`src/rtl/sevenseg_pkg.sv`:
```
// Shared definitions for the seven-segment display reader: active-low
// segment patterns (a in bit 0), the tracking FSM states and a small
// saturating counter helper.
package sevenseg_pkg;

  localparam logic [6:0] SEG_0     = 7'b1000000;
  localparam logic [6:0] SEG_1     = 7'b1111001;
  localparam logic [6:0] SEG_2     = 7'b0100100;
  localparam logic [6:0] SEG_3     = 7'b0110000;
  localparam logic [6:0] SEG_4     = 7'b0011001;
  localparam logic [6:0] SEG_5     = 7'b0010010;
  localparam logic [6:0] SEG_6     = 7'b0000010;
  localparam logic [6:0] SEG_7     = 7'b1111000;
  localparam logic [6:0] SEG_8     = 7'b0000000;
  localparam logic [6:0] SEG_9     = 7'b0010000;
  localparam logic [6:0] SEG_BLANK = 7'b1111111;

  typedef enum logic [1:0] {
    ST_IDLE  = 2'd0,
    ST_TRACK = 2'd1,
    ST_HELD  = 2'd2
  } state_t;

  // Increment an 8-bit count, sticking at 255.
  function automatic logic [7:0] sat_inc8(input logic [7:0] v);
    if (v == 8'hFF) begin
      return v;
    end else begin
      return v + 8'd1;
    end
  endfunction

endpackage

```
`src/rtl/sevenseg_reader_seg_to_bcd.sv`:
```
// Combinational decoder from an active-low segment pattern to BCD, with
// separate flags for a fully blank digit and an unrecognised pattern.
module seg_to_bcd
  import sevenseg_pkg::*;
(
  input  logic [6:0] seg,
  output logic [3:0] bcd,
  output logic       is_blank,
  output logic       is_invalid
);

  // Table lookup; anything not a digit or blank is flagged invalid.
  always_comb begin
    bcd        = 4'd0;
    is_blank   = 1'b0;
    is_invalid = 1'b0;
    case (seg)
      SEG_0:     bcd = 4'd0;
      SEG_1:     bcd = 4'd1;
      SEG_2:     bcd = 4'd2;
      SEG_3:     bcd = 4'd3;
      SEG_4:     bcd = 4'd4;
      SEG_5:     bcd = 4'd5;
      SEG_6:     bcd = 4'd6;
      SEG_7:     bcd = 4'd7;
      SEG_8:     bcd = 4'd8;
      SEG_9:     bcd = 4'd9;
      SEG_BLANK: is_blank = 1'b1;
      default:   is_invalid = 1'b1;
    endcase
  end

endmodule

```
`src/rtl/sevenseg_reader.sv`:
```
// Reads a multiplexed four-digit seven-segment display. The bus is sampled
// once, a digit is accepted only after its pattern has been stable for
// STABLE_CYCLES samples, and accepted digits are tracked to flag a frame.
module sevenseg_reader
  import sevenseg_pkg::*;
#(
  parameter int STABLE_CYCLES = 4
) (
  input  logic       clk,
  input  logic       reset,
  input  logic [6:0] seg,
  input  logic [3:0] an,
  input  logic       clr,
  output logic [3:0] digit0,
  output logic [3:0] digit1,
  output logic [3:0] digit2,
  output logic [3:0] digit3,
  output logic [3:0] valid,
  output logic       upd,
  output logic [1:0] upd_idx,
  output logic       frame,
  output logic       err
);

  localparam logic [7:0] STABLE_C = STABLE_CYCLES[7:0];

  logic [6:0] seg_r;
  logic [3:0] an_r;
  logic [6:0] prev_seg_r;
  logic [3:0] prev_an_r;
  state_t     state_r;
  state_t     state_nxt_s;
  logic [7:0] cnt_r;
  logic [7:0] cnt_nxt_s;
  logic [3:0] seen_r;

  logic       one_low_s;
  logic [1:0] idx_s;
  logic       same_s;
  logic       commit_s;
  logic [3:0] bcd_s;
  logic       blank_s;
  logic       invalid_s;

  logic       accept_s;
  logic [3:0] bit_s;
  logic [3:0] seen_or_s;
  logic       frame_s;
  logic [3:0] valid_nxt_s;
  logic       err_nxt_s;
  logic [3:0] seen_nxt_s;

  seg_to_bcd u_dec (
    .seg        (seg_r),
    .bcd        (bcd_s),
    .is_blank   (blank_s),
    .is_invalid (invalid_s)
  );

  // Sample stage plus a one-deep history used for the stability compare.
  always_ff @(posedge clk) begin
    if (reset) begin
      seg_r      <= 7'h7F;
      an_r       <= 4'hF;
      prev_seg_r <= 7'h7F;
      prev_an_r  <= 4'hF;
    end else begin
      seg_r      <= seg;
      an_r       <= an;
      prev_seg_r <= seg_r;
      prev_an_r  <= an_r;
    end
  end

  // Identify the single enabled digit; more or fewer than one low is idle.
  always_comb begin
    one_low_s = 1'b1;
    idx_s     = 2'd0;
    case (an_r)
      4'b1110: idx_s = 2'd0;
      4'b1101: idx_s = 2'd1;
      4'b1011: idx_s = 2'd2;
      4'b0111: idx_s = 2'd3;
      default: one_low_s = 1'b0;
    endcase
  end

  assign same_s = (seg_r == prev_seg_r) && (an_r == prev_an_r);

  // FSM state and stability counter registers.
  always_ff @(posedge clk) begin
    if (reset) begin
      state_r <= ST_IDLE;
      cnt_r   <= 8'd0;
    end else begin
      state_r <= state_nxt_s;
      cnt_r   <= cnt_nxt_s;
    end
  end

  // Next-state logic: count identical samples and commit once the count
  // reaches the threshold, then hold until the sample changes.
  always_comb begin
    state_nxt_s = state_r;
    cnt_nxt_s   = cnt_r;
    commit_s    = 1'b0;
    if (!one_low_s) begin
      state_nxt_s = ST_IDLE;
      cnt_nxt_s   = 8'd0;
    end else begin
      case (state_r)
        ST_IDLE: begin
          state_nxt_s = ST_TRACK;
          cnt_nxt_s   = 8'd1;
        end
        ST_TRACK: begin
          state_nxt_s = ST_TRACK;
          if (same_s) begin
            cnt_nxt_s = sat_inc8(cnt_r);
          end else begin
            cnt_nxt_s = 8'd1;
          end
        end
        ST_HELD: begin
          if (same_s) begin
            state_nxt_s = ST_HELD;
          end else begin
            state_nxt_s = ST_TRACK;
            cnt_nxt_s   = 8'd1;
          end
        end
        default: begin
          state_nxt_s = ST_IDLE;
          cnt_nxt_s   = 8'd0;
        end
      endcase
    end
    // A threshold of one commits on the very first tracked sample.
    if ((state_nxt_s == ST_TRACK) && (cnt_nxt_s >= STABLE_C)) begin
      commit_s    = 1'b1;
      state_nxt_s = ST_HELD;
    end else begin
      commit_s    = 1'b0;
    end
  end

  // Commit side effects; clr overrides the flag updates but not the digit write.
  always_comb begin
    accept_s    = commit_s && !blank_s && !invalid_s;
    bit_s       = 4'b0001 << idx_s;
    seen_or_s   = seen_r;
    valid_nxt_s = valid;
    err_nxt_s   = err;
    frame_s     = 1'b0;
    if (accept_s) begin
      seen_or_s   = seen_r | bit_s;
      valid_nxt_s = valid | bit_s;
    end else begin
      seen_or_s   = seen_r;
    end
    if (commit_s && invalid_s) begin
      err_nxt_s = 1'b1;
    end else begin
      err_nxt_s = err;
    end
    if (accept_s && (seen_or_s == 4'hF)) begin
      frame_s    = 1'b1;
      seen_nxt_s = 4'h0;
    end else begin
      frame_s    = 1'b0;
      seen_nxt_s = seen_or_s;
    end
    if (clr) begin
      valid_nxt_s = 4'h0;
      err_nxt_s   = 1'b0;
      seen_nxt_s  = 4'h0;
      frame_s     = 1'b0;
    end else begin
      frame_s     = frame_s;
    end
  end

  // Registered outputs and the seen mask.
  always_ff @(posedge clk) begin
    if (reset) begin
      digit0  <= 4'd0;
      digit1  <= 4'd0;
      digit2  <= 4'd0;
      digit3  <= 4'd0;
      valid   <= 4'h0;
      upd     <= 1'b0;
      upd_idx <= 2'd0;
      frame   <= 1'b0;
      err     <= 1'b0;
      seen_r  <= 4'h0;
    end else begin
      valid  <= valid_nxt_s;
      err    <= err_nxt_s;
      seen_r <= seen_nxt_s;
      frame  <= frame_s;
      upd    <= accept_s;
      if (accept_s) begin
        upd_idx <= idx_s;
        case (idx_s)
          2'd0:    digit0 <= bcd_s;
          2'd1:    digit1 <= bcd_s;
          2'd2:    digit2 <= bcd_s;
          2'd3:    digit3 <= bcd_s;
          default: digit0 <= bcd_s;
        endcase
      end
    end
  end

endmodule
```
`config.mk`:
```
export PLATFORM = sky130hd
export DESIGN_NAME = sevenseg_reader
export DESIGN_NICKNAME = d
export VERILOG_FILES = /design/src/rtl/sevenseg_pkg.sv /design/src/rtl/sevenseg_reader_seg_to_bcd.sv /design/src/rtl/sevenseg_reader.sv
export SDC_FILE = /design/constraint.sdc
export NUM_CORES = 1
export LEC_CHECK = 0
export ABC_AREA = 0
export BUFFER_PORTS_ARGS = -buffer_cell sky130_fd_sc_hd__buf_2
export CAP_MARGIN = 20
export CORE_MARGIN = 2
export CORE_UTILIZATION = 45
export DETAILED_ROUTE_END_ITERATION = 16
export PLACE_DENSITY = 0.63
export SYNTH_ARGS = -nofsm -noshare
export SYNTH_HDL_FRONTEND = slang
export SYNTH_SLANG_ARGS = --single-unit
```
`constraint.sdc`:
```
create_clock -name clk -period 3.9 [get_ports clk]
set_clock_uncertainty 0.1 [all_clocks]
set_input_delay 0.39 -clock clk [delete_from_list [all_inputs] [get_ports clk]]
set_output_delay 0.39 -clock clk [all_outputs]
set_load 0.02 [all_outputs]
```
* Yosys cells after proc, flatten, opt, wreduce, memory -nomap -nowiden
Index checks and enable logic that the tools add are counted.
** Storage, ports and cells
- Bits in registers :: 61
- Bits of input ports :: 14
- Output and inout port bits :: 25
- Logic and storage cells :: 83
** Operators by class
- Add/subtract/negate cells :: 1
- Magnitude comparators :: 1
- Equality and inequality tests :: 24
- Shifts and indexed selects :: 1
- Mux-type cells :: 17
- Bitwise operators :: 2
- Reductions and logical operators :: 20
** Operators by type and width (count)
- 4-bit one-hot mux with 9 select lines :: 1
- 8-bit 2-to-1 mux :: 4
- 7-bit == test (second input constant) :: 4
- 8-bit one-hot mux with 3 select lines :: 1
- 7-bit by 5-bit == test with 1-bit output (second input constant) :: 3
- 4-bit == test (second input constant) :: 4
- 7-bit by 6-bit == test with 1-bit output (second input constant) :: 2
- 11-bit OR reduction :: 1
- 8-bit by 1-bit adder with 8-bit output (second input constant) :: 1
- 8-bit == test (second input constant) :: 1
- 8-bit by 3-bit >= comparator with 1-bit output (second input constant) :: 1
- 4-bit bitwise OR :: 2
- 2-bit AND reduction :: 4
- 7-bit by 2-bit == test with 1-bit output (second input constant) :: 1
- 7-bit == test :: 1
- 7-bit zero test :: 1
- 2-bit by 1-bit == test with 1-bit output (second input constant) :: 3
- 2-bit == test (second input constant) :: 3
- 1-bit logical AND :: 6
- 2-bit 2-to-1 mux :: 3
- 2-bit one-hot mux with 3 select lines :: 1
- 2-bit OR reduction :: 3
- 1-bit 2-to-1 mux :: 5
- 4-bit by 3-bit == test with 1-bit output (second input constant) :: 1
- 8 further kinds :: 9

* Logic depth before layout (Yosys ltp)
- Depth in word-level cells :: 14
- Mapped depth :: 9

* Hierarchy
Synthesis repeated with hierarchy kept, for this count alone.
** Unflattened totals
- Cells, all modules :: 332
- Area, all modules :: 3100.5 um2
** By module, submodules not included
- sevenseg_reader :: times used 1, cells each 304, area an instance 2909.0 um2, sequential area each 1221.2 um2
- seg_to_bcd :: times used 1, cells each 28, area an instance 191.4 um2, sequential area each 0.0 um2

* Least setup slack after synthesis
No wires, ideal clock.
- Kind :: register to register
- From :: register cnt_r[0]
- To :: register upd_idx[1]
- Library setup time :: 0.121 ns
- Arrival time :: 2.677 ns
- Required time :: 3.679 ns
- Path slack :: 1.002 ns
- Stages on the path, launching flop included :: 8
- Period minus slack after synthesis :: 2.898 ns
- Cells stage by stage :: dfxtp_1 -> ha_1 -> or4_1 -> a32o_2 -> or4_4 -> buf_6 -> o21ai_0 -> mux2_2
** On the way
- Cells in the longest elaborated chain, start to end :: 10
- Elaborated cells between the ends (all ways) :: 12
- Classes of those cells :: add/sub (1); order compare (1); eq/ne (1); mux (6); reduce/logical (3)
** Ends and longest elaborated chain
- from (decl) :: RTL line sevenseg_reader.sv:33 : logic [7:0] cnt_r;
- from (signal assigned) :: RTL line sevenseg_reader.sv:97 : cnt_r <= cnt_nxt_s;
- 8-bit by 1-bit adder with 8-bit output / 8-bit == test (equally long branches) :: RTL line sevenseg_pkg.sv:29, sevenseg_pkg.sv:26
- 8-bit 2-to-1 mux :: RTL line sevenseg_pkg.sv:26 : if (v == 8'hFF) begin
- 8-bit 2-to-1 mux :: RTL line sevenseg_reader.sv:118 : if (same_s) begin
- 8-bit one-hot mux with 3 select lines (*) :: RTL line sevenseg_reader.sv:111 : case (state_r)
- 8-bit 2-to-1 mux (*) :: RTL line sevenseg_reader.sv:107 : if (!one_low_s) begin
- 8-bit by 3-bit >= comparator with 1-bit output (*) :: RTL line sevenseg_reader.sv:139 : if ((state_nxt_s == ST_TRACK) && (cnt_nxt_s >= STABLE_C)) begin
- 1-bit logical AND (*) :: RTL line sevenseg_reader.sv:139
- 1-bit 2-to-1 mux (*) :: RTL line sevenseg_reader.sv:139
- 1-bit logical AND (*) (2 in series) :: RTL line sevenseg_reader.sv:149 : accept_s = commit_s && !blank_s && !invalid_s;
- to (signal assigned) :: RTL line sevenseg_reader.sv:203 : upd_idx <= idx_s;
- to (decl) :: RTL line sevenseg_reader.sv:20 : output logic [1:0] upd_idx,
Mark *: on every way between the ends. The rest lies on a longest branch, timed or not.
A chain may end at the register's enable or synchronous reset.

* Final worst setup path
Same ends and word-level chain as after synthesis.

==> impl_metrics.ini <==
[outcome]
status = completed

[setup_path]
crit_type = flip-flop to flip-flop
endpoint_kind = flip-flop
reg2reg_to = upd_idx[1]
critical_path.max_fanout = 10
arrival_ps = 3120
cp.required_ps = 4020
rr_startpoint = cnt_r[0]
rr_worst_depth = 6
startpoint_type = flip-flop
r2r_slack_ps = 900

[synth]
ys.warnings.count = 0
synth_common_cells = 61 x dfxtp_1, 24 x or2_2, 18 x clkbuf_1, 18 x mux2i_1, 18 x nand2b_1
netlist_area_sq_um = 2816
yosysMostFrequentCell = dfxtp_1
avgSynthCellArea_sq_um = 9.483
synth_top_area_cell = dfxtp_1
synth_seq_cells = 61
synth_nets = 312
ys_seq_area_frac = 0.4336
synth_top_cell_area_share = 0.4336
synthTopCellsByArea = dfxtp_1 43%, mux2i_1 6.4%, or2_2 5.3%
synthesis.instances = 297
synth_ff_type = dfxtp_1
synth_edf_count = 0
ys_async_sr_fraction = 0
synth.distinct_cells = 52

[sta]
slew_violations = 0
finalHoldViolations = 0
layout_min_cycle_time_ps = 3002
fin_setup_tns_ps = 0
rsz0062_at_grt = false
relSlewSlack = 0.4555
setup_viol = 0
tightest_slew_ps = 810.0
fin_ws_ps = 898.2
timing.hold.ws_ps = 147.8
clock.fmax_ghz = 0.3331
fin_crit_sh = 0.7697

[cells_and_area]
layout-drive-gt1-share = 0.2689
nFillCells = 583
syn_to_final_growth_pct = 13.46
final_core_util = 0.5334
antenna_cells = 0
fin_nets = 342

[clocking]
cts_tree = built
h-tree-depth = 3
cts_root_buffer = clkbuf_8
hold_buffers = 0
ctsResizeCount = 0
cts.path.max_buffers = 2
path_clk_slew_ps = 70
cts_setup_buffers = 0
cts_buffers = 9
clk_latency_ps = 330
cts.sinks = 61

[global_route]
grt.total_usage = 0.1761
grt_max_degree = 51
grt_overflow = 0
grt_pass1_wl_mm = 9.998
grt_pass1_vias = 2069
antenna_found_initial = 0

[power_and_ir_drop]
p_leak_nw = 1.313
p_per_area_nw_per_um2 = 382.7
ir_worst_vdd_mv = 0.2490

[min_path]
holdPathStages = 2
worst_hold_startpoint = seg[3]
min_to = seg_r[3]
min_path_type = input port to flip-flop

[floorplanning]
start_util = 0.4701
pin_count = 39
die_h_microns = 83.11
die_w_microns = 83.11
core_sq_um = 5991
dieArea_sq_um = 6907
placementRows = 28

[routing]
drtAntennaViolNets = 0
wl_per_cell_microns = 14.34
wl_mm = 5.822
vias_per_cell = 5.431
first_iter_violations = 71
route.detailed.drc = 0
dr_total_vias = 2205
dr.pass1.iters = 4

[run]
max_cap_violations = 0

[placement]
gp_congestion = 0.8756
port_buffers = 38
pre_cts_ws_ps = 899.0
dp_hpwl_mm = 4.067
[logic make-up after synthesis]
group,Yosys count,share of synthesized area
simple gates,119,0.2506
flops,61,0.4336
compound gates,55,0.1555
buf+inv,27,0.04131
mux,19,0.06797
xor+xnor,15,0.04665
fa+ha+maj,1,0.004442
[cells in the final DEF, fill, tap and decap left out, types with 5 or more instances in the layout]
cell type  count
a211oi_1       5
a21oi_1        7
buf_2         38
clkbuf_8      12
dfxtp_1       61
inv_1          7
mux2i_1       18
nand2_1        8
nand2b_1      18
nand3_1        8
nor2_1        16
nor3_1         7
nor3b_1        6
nor4_1         7
o21a_1         8
o21ai_0        7
or2_2         24
xor2_1        13
[layer usage]
metal,up-vias,global-route usage,wire (microns)
met5,-,0,0
met4,0,0.07154,105
met3,10,0.03380,215
met2,39,0.2727,2600
met1,1033,0.2409,2900
li1,1123,-,-
[stage by stage]
stage | cells | total power [mW] | area, sq um
final | 406 | 1.223 | 3196
after global routing | 406 | 1.275 | 3196
after CTS | 406 | 1.235 | 3196
after detailed placement | 391 | 0.7360 | 3018
after global placement | 391 | 0.7353 | 3018
after floorplan | 297 | 0.7177 | 2816
[worst max-delay path: stages (launching register included)]
cell and delay [ps]:
dfxtp_1 360, ha_1 310, or4_1 540, a32o_2 290
or4_4 610, o21ai_0 310, mux2_2 370
[worst max-delay path by stage]
stage	end	slack [ps]	startpoint
after detailed placement	upd_idx[1]	900	cnt_r[0]
after floorplan	upd_idx[1]	1000	cnt_r[0]
final	upd_idx[1]	900	cnt_r[0]
after global routing	upd_idx[1]	760	cnt_r[0]
after global placement	upd_idx[1]	940	cnt_r[0]
after CTS	upd_idx[1]	880	cnt_r[0]
[report_power, final]
group	internal (mW)	leakage [nW]	switching, mW
combinational	0.0334	0.724	0.0333
clock	0.279	0.0926	0.222
sequential	0.636	0.497	0.0201
[area by class of cell]
type / instances / area, sq um / share of cell area
Inverter: 7 / 26.28 / 0.008222
Timing Repair Buffer: 39 / 197.7 / 0.06186
Tap cell: 75 / 93.84 / 0.02937
Clock inverter: 1 / 5.005 / 0.001566
Sequential cell: 61 / 1221 / 0.3821
Multi-Input combinational cell: 209 / 1479 / 0.4628
Clock buffer: 14 / 172.7 / 0.05403
[registers in the layout (all words and copies together) (netlist names), 4 cells and up]
signal / count
an_r: 4
cnt_r: 8
digit0: 4
digit1: 4
digit2: 4
digit3: 4
prev_an_r: 4
prev_seg_r: 7
seen_r: 4
seg_r: 7
valid: 4
Power figures use the tool's default switching activity.
